<file path="config.mk">
export PLATFORM = sky130hd
export DESIGN_NAME = hazard_ctrl
export DESIGN_NICKNAME = d
export VERILOG_FILES = /design/src/rtl/hazard_ctrl.sv
export SDC_FILE = /design/constraint.sdc
export NUM_CORES = 1
export LEC_CHECK = 0
export BUFFER_PORTS_ARGS = -buffer_cell sky130_fd_sc_hd__buf_2
export CAP_MARGIN = 30
export CORE_MARGIN = 5
export CORE_UTILIZATION = 48
export CTS_CLUSTER_SIZE = 12
export DETAILED_ROUTE_END_ITERATION = 8
export GPL_ROUTABILITY_DRIVEN = 0
export PLACE_DENSITY = 0.85
export SETUP_SLACK_MARGIN = 0.15
export SYNTH_ARGS = -nofsm -noshare
export SYNTH_HDL_FRONTEND = slang
export SYNTH_SLANG_ARGS = --single-unit
</file>
<file path="constraint.sdc">
create_clock -name clk -period 2 [get_ports clk]
set_input_delay 0.3 -clock clk [delete_from_list [all_inputs] [get_ports clk]]
set_output_delay 0.3 -clock clk [all_outputs]
set_load 0.1 [all_outputs]
</file>
<file path="src/rtl/hazard_ctrl.sv">
// Pipeline hazard controller: load-use stall detection, branch flush gating and EX-stage
// operand forwarding, driven by shadow copies of the EX/MEM/WB destination info.
module hazard_ctrl #(
    parameter int CNT_W = 16
) (
    input  logic             clk,
    input  logic             arst_n,
    input  logic             id_valid,
    input  logic [4:0]       id_rs1,
    input  logic [4:0]       id_rs2,
    input  logic             id_uses_rs2,
    input  logic [4:0]       id_rd,
    input  logic             id_reg_write,
    input  logic             id_mem_read,
    input  logic             flush_req,
    output logic             pc_write,
    output logic             if_id_write,
    output logic             id_ex_bubble,
    output logic             if_id_flush,
    output logic [1:0]       fwd_a,
    output logic [1:0]       fwd_b,
    output logic [CNT_W-1:0] stall_cnt
);

    logic [4:0]       ex_rd_q, ex_rd_d;
    logic [4:0]       ex_rs1_q, ex_rs1_d;
    logic [4:0]       ex_rs2_q, ex_rs2_d;
    logic             ex_reg_write_q, ex_reg_write_d;
    logic             ex_mem_read_q, ex_mem_read_d;
    logic [4:0]       mem_rd_q, mem_rd_d;
    logic             mem_reg_write_q, mem_reg_write_d;
    logic [4:0]       wb_rd_q, wb_rd_d;
    logic             wb_reg_write_q, wb_reg_write_d;
    logic [CNT_W-1:0] stall_cnt_q, stall_cnt_d;
    logic             stall;

    // arst_n in the term drops a stall the moment reset asserts, independent of flop timing
    always_comb begin
        stall = arst_n & id_valid & ex_mem_read_q & (ex_rd_q != 5'd0) &
                ((ex_rd_q == id_rs1) | (id_uses_rs2 & (ex_rd_q == id_rs2)));
    end

    always_comb begin
        ex_rd_d         = 5'd0;
        ex_rs1_d        = 5'd0;
        ex_rs2_d        = 5'd0;
        ex_reg_write_d  = 1'b0;
        ex_mem_read_d   = 1'b0;
        if (!stall && id_valid) begin
            ex_rd_d        = id_rd;
            ex_rs1_d       = id_rs1;
            ex_rs2_d       = id_rs2;
            ex_reg_write_d = id_reg_write;
            ex_mem_read_d  = id_mem_read;
        end
        mem_rd_d        = ex_rd_q;
        mem_reg_write_d = ex_reg_write_q;
        wb_rd_d         = mem_rd_q;
        wb_reg_write_d  = mem_reg_write_q;
        stall_cnt_d     = stall_cnt_q;
        if (stall && (stall_cnt_q != {CNT_W{1'b1}})) begin
            stall_cnt_d = stall_cnt_q + CNT_W'(1);
        end
    end

    always_ff @(posedge clk or negedge arst_n) begin
        if (!arst_n) begin
            ex_rd_q         <= 5'd0;
            ex_rs1_q        <= 5'd0;
            ex_rs2_q        <= 5'd0;
            ex_reg_write_q  <= 1'b0;
            ex_mem_read_q   <= 1'b0;
            mem_rd_q        <= 5'd0;
            mem_reg_write_q <= 1'b0;
            wb_rd_q         <= 5'd0;
            wb_reg_write_q  <= 1'b0;
            stall_cnt_q     <= '0;
        end else begin
            ex_rd_q         <= ex_rd_d;
            ex_rs1_q        <= ex_rs1_d;
            ex_rs2_q        <= ex_rs2_d;
            ex_reg_write_q  <= ex_reg_write_d;
            ex_mem_read_q   <= ex_mem_read_d;
            mem_rd_q        <= mem_rd_d;
            mem_reg_write_q <= mem_reg_write_d;
            wb_rd_q         <= wb_rd_d;
            wb_reg_write_q  <= wb_reg_write_d;
            stall_cnt_q     <= stall_cnt_d;
        end
    end

    // MEM result is younger than WB, so it wins when both match
    always_comb begin
        fwd_a = 2'b00;
        if (mem_reg_write_q && (mem_rd_q != 5'd0) && (mem_rd_q == ex_rs1_q)) begin
            fwd_a = 2'b10;
        end else if (wb_reg_write_q && (wb_rd_q != 5'd0) && (wb_rd_q == ex_rs1_q)) begin
            fwd_a = 2'b01;
        end
        fwd_b = 2'b00;
        if (mem_reg_write_q && (mem_rd_q != 5'd0) && (mem_rd_q == ex_rs2_q)) begin
            fwd_b = 2'b10;
        end else if (wb_reg_write_q && (wb_rd_q != 5'd0) && (wb_rd_q == ex_rs2_q)) begin
            fwd_b = 2'b01;
        end
    end

    assign pc_write     = ~stall;
    assign if_id_write  = ~stall;
    assign id_ex_bubble = stall;
    assign if_id_flush  = arst_n & flush_req & ~stall;
    assign stall_cnt    = stall_cnt_q;

endmodule
</file>
==> results of run 1 <==
## cells by family after synthesis
logic type | Yosys count | synth area share
fa+ha+maj | 1 | 0.00599
simple gates | 72 | 0.207
xor+xnor | 45 | 0.189
mux | 1 | 0.00539
compound gates | 6 | 0.0383
flops | 45 | 0.539
buf+inv | 5 | 0.0162
## Yosys cell counts, types with 2 or more instances
cell type and n:
dfrtp_1 45, xnor2_1 28, and2_1 17, xor2_1 17
nand3_1 15, and3_1 9, nand4_1 7, nand2_1 6
nor4_1 5, or4_1 4, and4_1 2, nor2_1 2
nor4b_1 2, o21ai_0 2
## per-layer routing
layer  vias to the layer above  track usage  wire [µm]
li1                        774            -          -
met1                       890        0.235       2660
met2                        82        0.349       3540
met3                        19       0.0556        383
met4                         0       0.0747        168
met5                         -            0          0
## where the power goes
| part | leakage, nW | total [mW] | switching (mW) | internal, mW |
|---|---|---|---|---|
| registers | 0.567 | 0.992 | 0.0463 | 0.946 |
| logic | 0.914 | 0.368 | 0.197 | 0.171 |
| clock network | 0.0364 | 0.582 | 0.337 | 0.245 |
## cell usage in the layout (no fill, tap or decap), types with 8 or more instances in the layout
master / netlist / layout
buf_2: 1 / 37
dfrtp_1: 45 / 27
xor2_1: 17 / 17
xnor2_1: 28 / 17
and2_4: 0 / 16
dfrtp_2: 0 / 16
buf_6: 1 / 16
buf_12: 0 / 10
buf_4: 1 / 10
xnor2_2: 0 / 9
and3_1: 9 / 8
## stage by stage
| stage | hold slack (ns) | setup TNS [ns] |
|---|---|---|
| after floorplan | 0.00441 | -2.33 |
| after global placement | 0.335 | 0 |
| after detailed placement | 0.339 | -0.0161 |
| after CTS | 0.176 | -3.76 |
| after global routing | 0.203 | -11.32 |
| final | 0.170 | -8.96 |
## registers in the layout, indices dropped and copies added, names as in the netlist
name             count
ex_mem_read_q        1
ex_rd_q              5
ex_reg_write_q       1
ex_rs1_q             5
ex_rs2_q             5
mem_rd_q             5
mem_reg_write_q      1
stall_cnt           16
wb_rd_q              5
wb_reg_write_q       1
## worst max path at each step
stage / start / end / depth (start not counted)
finish: mem_rd_q[1] / fwd_b[0] / 5
global route: mem_rd_q[1] / fwd_b[0] / 5
CTS: wb_rd_q[4] / fwd_b[0] / 5
detailed placement: wb_rd_q[4] / fwd_a[0] / 5
global placement: wb_rd_q[4] / fwd_a[0] / 5
floorplan: mem_rd_q[1] / fwd_a[0] / 4
## final cells by class
class                           count  area, µm²
Timing Repair Buffer               75        691
Fill cell                         234        963
Clock buffer                        5       68.8
Inverter                            2       13.8
Multi-Input combinational cell    125       1320
Tap cell                           52       65.1
Sequential cell                    45       1150
Clock inverter                      3       22.5
## timing repair
item	CTS	global route
gates resized for setup	25	43
setup buffers	8	3
gates cloned	0	2
endpoints found under the setup margin	34	41
pin swaps	11	34
==> summary.md, run 1 <==
| Metric | Value |
|---|---|
| Nets | roughly 280 |
| Top-level port count | 46 |
| Pre-CTS setup slack | -0.0161 ns |
| Max-slew violation count | 0 |
| # rows | 24 |
| Vias post-DR | approximately 1800 |
| CP top delay family | simple AND/OR/NAND/NOR gates |
| Die area | slightly below 6000 µm² |
| GRT Residual Overflow | 0 |
| Worst path slowest cell | or4_4 |
| Placed cell count | about 290 |
| Unrepaired setup endpoints after global routing | yes |
| CP Max Fanout | 2 |
| Routed vias/inst | 5.75 |
| Max-slew headroom | 0.621 |
| CP bufs+invs | 1 |
| Vias in the first global route | between 1500 and 2000 |
| Violated checks | setup timing |
| TritonCTS clock tree | built |
| Final min period | about 2.4 ns |
| Top cell type's share of synthesized area | 0.539 |
| Cell area power density | about 600 nW/µm² |
| VDD IR max | ~520 µV |
| Routed wire per std cell | 22.0 µm |
| Synthesized area per cell | 11.9 µm² |
| Drt first pass iters | 4 |
| Worst r2r dst | ex_rs1_q[1] |
| Yosys reg bits | 45 |
| Startpoint Class | flop |
| Final wirelength | 6.75 mm |
| Share of cells above drive strength 1 | 0.635 |
| CTS hold repair buffers | 0 |
| Reg clk slew, reported paths | 0.09 ns |
| Worst Path Required | 1.70 ns |
| Final antenna diode count | 0 |
| Worst R2R Setup Slack | -0.27 ns |
| First-pass GRT wire length | 9.38 mm |
| Final setup violation count | 40 |
| Async SR Flop Fraction | 1.00 |
| Num CTS Buffers | 5 |
| CP Capture Type | primary output |
| Syn nets | between 150 and 200 |
| Final core occ | 0.776 |
| CP dominant cell by count | nor4_4 |
| Final hold violation count | 0 |
| Worst-case clock buffer depth | 2 |
| Top cells by area, synth | dfrtp_1 54%, xnor2_1 12%, xor2_1 7.1% |
| Pleak | roughly 1.5 nW |
| Post-synthesis cell type count | 28 |
| Worst reg2reg startpoint | ex_rd_q[4] |
| Slowest stage delay, CP | between 0.5 and 0.6 ns |
| PnR worst setup slack | -0.352 ns |
| Post-Syn Area | 2090 µm² |
| Final Non-Filler Cells | a little over 300 |
| Die height | approximately 76 µm |
| Hold Crit Class | in -> async |
| H-Tree Depth | 2 |
| Worst-margin pin slew | 0.568 ns |
| Seq/Total Area, Yosys | 0.539 |
| Clk sinks | 45 |
| Max Cap Viol | 0 |
| Syn Inst Count | ~180 |
| Worst EP arrival | 2.05 ns |
| GRT Total Usage | 0.201 |
| Layout area overhead | 59.4% |
| Status | complete, but fails checks |
| Layout Skew | a little under 0.009 ns |
| Starting DRC count in detailed routing | ~220 |
| Total power | between 1.5 and 2 mW |
| Dpl hpwl | around 3.6 mm |
| Core area | 4290 µm² |
| Fmax achieved | 425 MHz |
| Initial core utilization | 0.487 |
| Clock network latency to the later pin of the worst-skew pair | just over 0.3 ns |
| EDFF count, synth | 0 |
| DP Area | 2790 µm² |
| Synth Warn # | 0 |
| Drt drc | 0 |
| Antenna viol nets, final | 0 |
| Initial antenna violation count | 0 |
| Setup CP Type | reg -> out |
| Largest net degree at the start of global routing | 46 |
| Fin area | about 3300 µm² |
| Cell taking the most area after synthesis | dfrtp_1 |
| Port-buffer cells | between 40 and 50 |
| Reg2Reg Depth | 9 |
| Root Buffer | clkbuf_8 |
| Final worst-path cycle share | 1.18 |
| Die W | 76.0 µm |
| Post-synth top flop | dfrtp_1 |
| Worst-path cell chain | or4_4 -> o21ai_4 -> nor4_4 -> nor4_4 -> buf_12 |
No activity file was read; power rests on OpenSTA's default activity.
==> run 2, diff against run 1 <==
--- a/config.mk
+++ b/config.mk
@@ -14,6 +14,8 @@
 export GPL_ROUTABILITY_DRIVEN = 0
 export PLACE_DENSITY = 0.85
 export SETUP_SLACK_MARGIN = 0.15
+export SKIP_CTS_REPAIR_TIMING = 1
 export SYNTH_ARGS = -nofsm -noshare
 export SYNTH_HDL_FRONTEND = slang
 export SYNTH_SLANG_ARGS = --single-unit
+export TNS_END_PERCENT = 20
==> summary.md, run 2 (synthesis gave the netlist of run 1 again) <==
| Metric | Value |
|---|---|
| Most frequent cells in the layout | 45 x dfrtp_1, 37 x buf_2, 27 x xnor2_1 (was 37 x buf_2, 27 x dfrtp_1, 17 x xor2_1, 17 x xnor2_1) |
| Largest net degree at the start of global routing | 46 (unchanged) |
| Final antenna diode count | 0 (unchanged) |
| Reg clk slew, reported paths | 0.08 ns (was 0.09 ns) |
| Total power | 1.99 mW (was 1.94 mW) |
| Initial antenna violation count | 0 (unchanged) |
| Hold Crit Class | in -> async (unchanged) |
| VDD IR max | 468 µV (was 517 µV) |
| GRT Total Usage | 0.166 (was 0.201) |
| First-pass GRT wire length | 7.72 mm (was 9.38 mm) |
| GRT Residual Overflow | 0 (unchanged) |
| Drt drc | 0 (unchanged) |
| Worst EP arrival | 2.09 ns (was 2.05 ns) |
| H-Tree Depth | 2 (unchanged) |
| Routed vias/inst | 5.41 (was 5.75) |
| Die height | 76.0 µm (unchanged) |
| Final worst-path cycle share | 1.20 (was 1.18) |
| Pre-CTS setup slack | -0.00579 ns (was -0.0161 ns) |
| Setup crit start | mem_rd_q[3] (was mem_rd_q[1]) |
| Largest register FFs | 16 (unchanged) |
| Status | complete, but fails checks (unchanged) |
| CP Capture Type | primary output (unchanged) |
| Worst reg2reg startpoint | ex_rd_q[2] (was ex_rd_q[4]) |
| Max Cap Viol | 0 (unchanged) |
| Drt first pass iters | 6 (was 4) |
| Fmax achieved | 418 MHz (was 425 MHz) |
| Starting DRC count in detailed routing | 124 (was 219) |
| Violated checks | setup timing (unchanged) |
| Final min period | 2.39 ns (was 2.35 ns) |
| # rows | 24 (unchanged) |
| Core area | 4290 µm² (unchanged) |
| Dpl hpwl | 3.52 mm (was 3.64 mm) |
| Final setup violation count | 8 (was 40) |
| Antenna viol nets, final | 0 (unchanged) |
| PnR worst setup slack | -0.394 ns (was -0.352 ns) |
| Clk sinks | 45 (unchanged) |
| Max-slew headroom | 0.628 (was 0.621) |
| Root Buffer | clkbuf_8 (unchanged) |
| Vias in the first global route | 1643 (was 1888) |
| Port-buffer cells | 45 (unchanged) |
| Startpoint Class | flop (unchanged) |
| Vias post-DR | 1608 (was 1765) |
| CP Max Fanout | 2 (unchanged) |
| FF+latch area | 1130 µm² (was 1150 µm²) |
| Setup CP Type | reg -> out (unchanged) |
| Worst Path Required | 1.70 ns (about the same) |
| Cell area power density | 680 nW/µm² (was 583 nW/µm²) |
| TritonCTS clock tree | built (unchanged) |
| Area occupied by multi-input gates | 1080 µm² (was 1320 µm²) |
| Clock network latency to the later pin of the worst-skew pair | 0.30 ns (was 0.31 ns) |
| Layout area overhead | 40.0% (was 59.4%) |
| Initial core utilization | 0.487 (unchanged) |
| Die W | 76.0 µm (unchanged) |
| Max-slew violation count | 0 (unchanged) |
| Unrepaired setup endpoints after global routing | yes (unchanged) |
| Worst-case clock buffer depth | 2 (unchanged) |
| Top-level port count | 46 (unchanged) |
| # fillers | 293 (was 234) |
| Nets | 267 (was 277) |
| Final core occ | 0.681 (was 0.776) |
| Num CTS Buffers | 5 (unchanged) |
| Final hold violation count | 0 (unchanged) |
| Die area | 5770 µm² (unchanged) |
| Final wirelength | 5.03 mm (was 6.75 mm) |
| Commonest non-fill, non-tap cell in the layout | dfrtp_1 (was buf_2) |
| Pleak | 1.41 nW (was 1.52 nW) |
| Layout Skew | 0.00639 ns (was 0.00870 ns) |
| Share of cells above drive strength 1 | 0.429 (was 0.635) |
| Routed wire per std cell | 16.9 µm (was 22.0 µm) |
| Worst-margin pin slew | 0.558 ns (was 0.568 ns) |
-- run 2: changes by cell type in the layout (fill, tap and decap cells not counted), moves of 8 or more --
cell / change
buf_6: -13
dfrtp_1: +18
dfrtp_2: -16
nand3_1: +9
xnor2_1: +10
xnor2_2: -8
-- run 2: final cells by class --
cell class,count,share of cell area
Sequential cell,45,0.385
Multi-Input combinational cell,125,0.370
Timing Repair Buffer,65,0.178
Clock buffer,6,0.0282
Tap cell,52,0.0222
Clock inverter,2,0.0128
Inverter,2,0.00428
-- run 2: metrics by stage --
stage / TNS, ns / cell area [µm²] / hold slack (ns) / cells
3_3_place_gp: 0 / 2690 / 0.333 / 285
5_1_grt: -2.89 / 2930 / 0.206 / 297
6_report: -2.18 / 2930 / 0.183 / 297
2_1_floorplan: -5.80 / 2170 / 0.00441 / 175
4_1_cts: -2.01 / 2810 / 0.188 / 293
3_5_place_dp: -0.0111 / 2690 / 0.337 / 285
-- run 2: power by group --
part | leakage [nW] | switching [mW] | internal (mW) | total (mW)
combinational | 0.753 | 0.170 | 0.129 | 0.299
clock | 0.0574 | 0.309 | 0.406 | 0.715
sequential | 0.597 | 0.0330 | 0.943 | 0.976
-- run 2: critical path: stages, from the launching register on --
cell     delay [ns]
dfrtp_1        0.39
or4_4          0.55
o21ai_4        0.22
nor4_4         0.09
nor4_4         0.33
buf_12         0.21
-- run 2: layer usage --
metal | GRT usage | routed length, µm
met1 | 0.208 | 2030
met2 | 0.271 | 2700
met3 | 0.0437 | 180
met4 | 0.0658 | 114
met5 | 0 | 0
-- run 2: final timing paths --
kind	slack, ns	end	cells past startpoint
worst max-delay path	-0.39	fwd_a[0]	5
worst min-delay path	0.18	mem_rd_q[0]	2
worst max register to register	0.05	stall_cnt[1]	6
worst min register to register	0.36	mem_reg_write_q	0
max in group asynchronous	1.45	stall_cnt[6]	2
min in group clk	0.21	ex_rd_q[4]	2
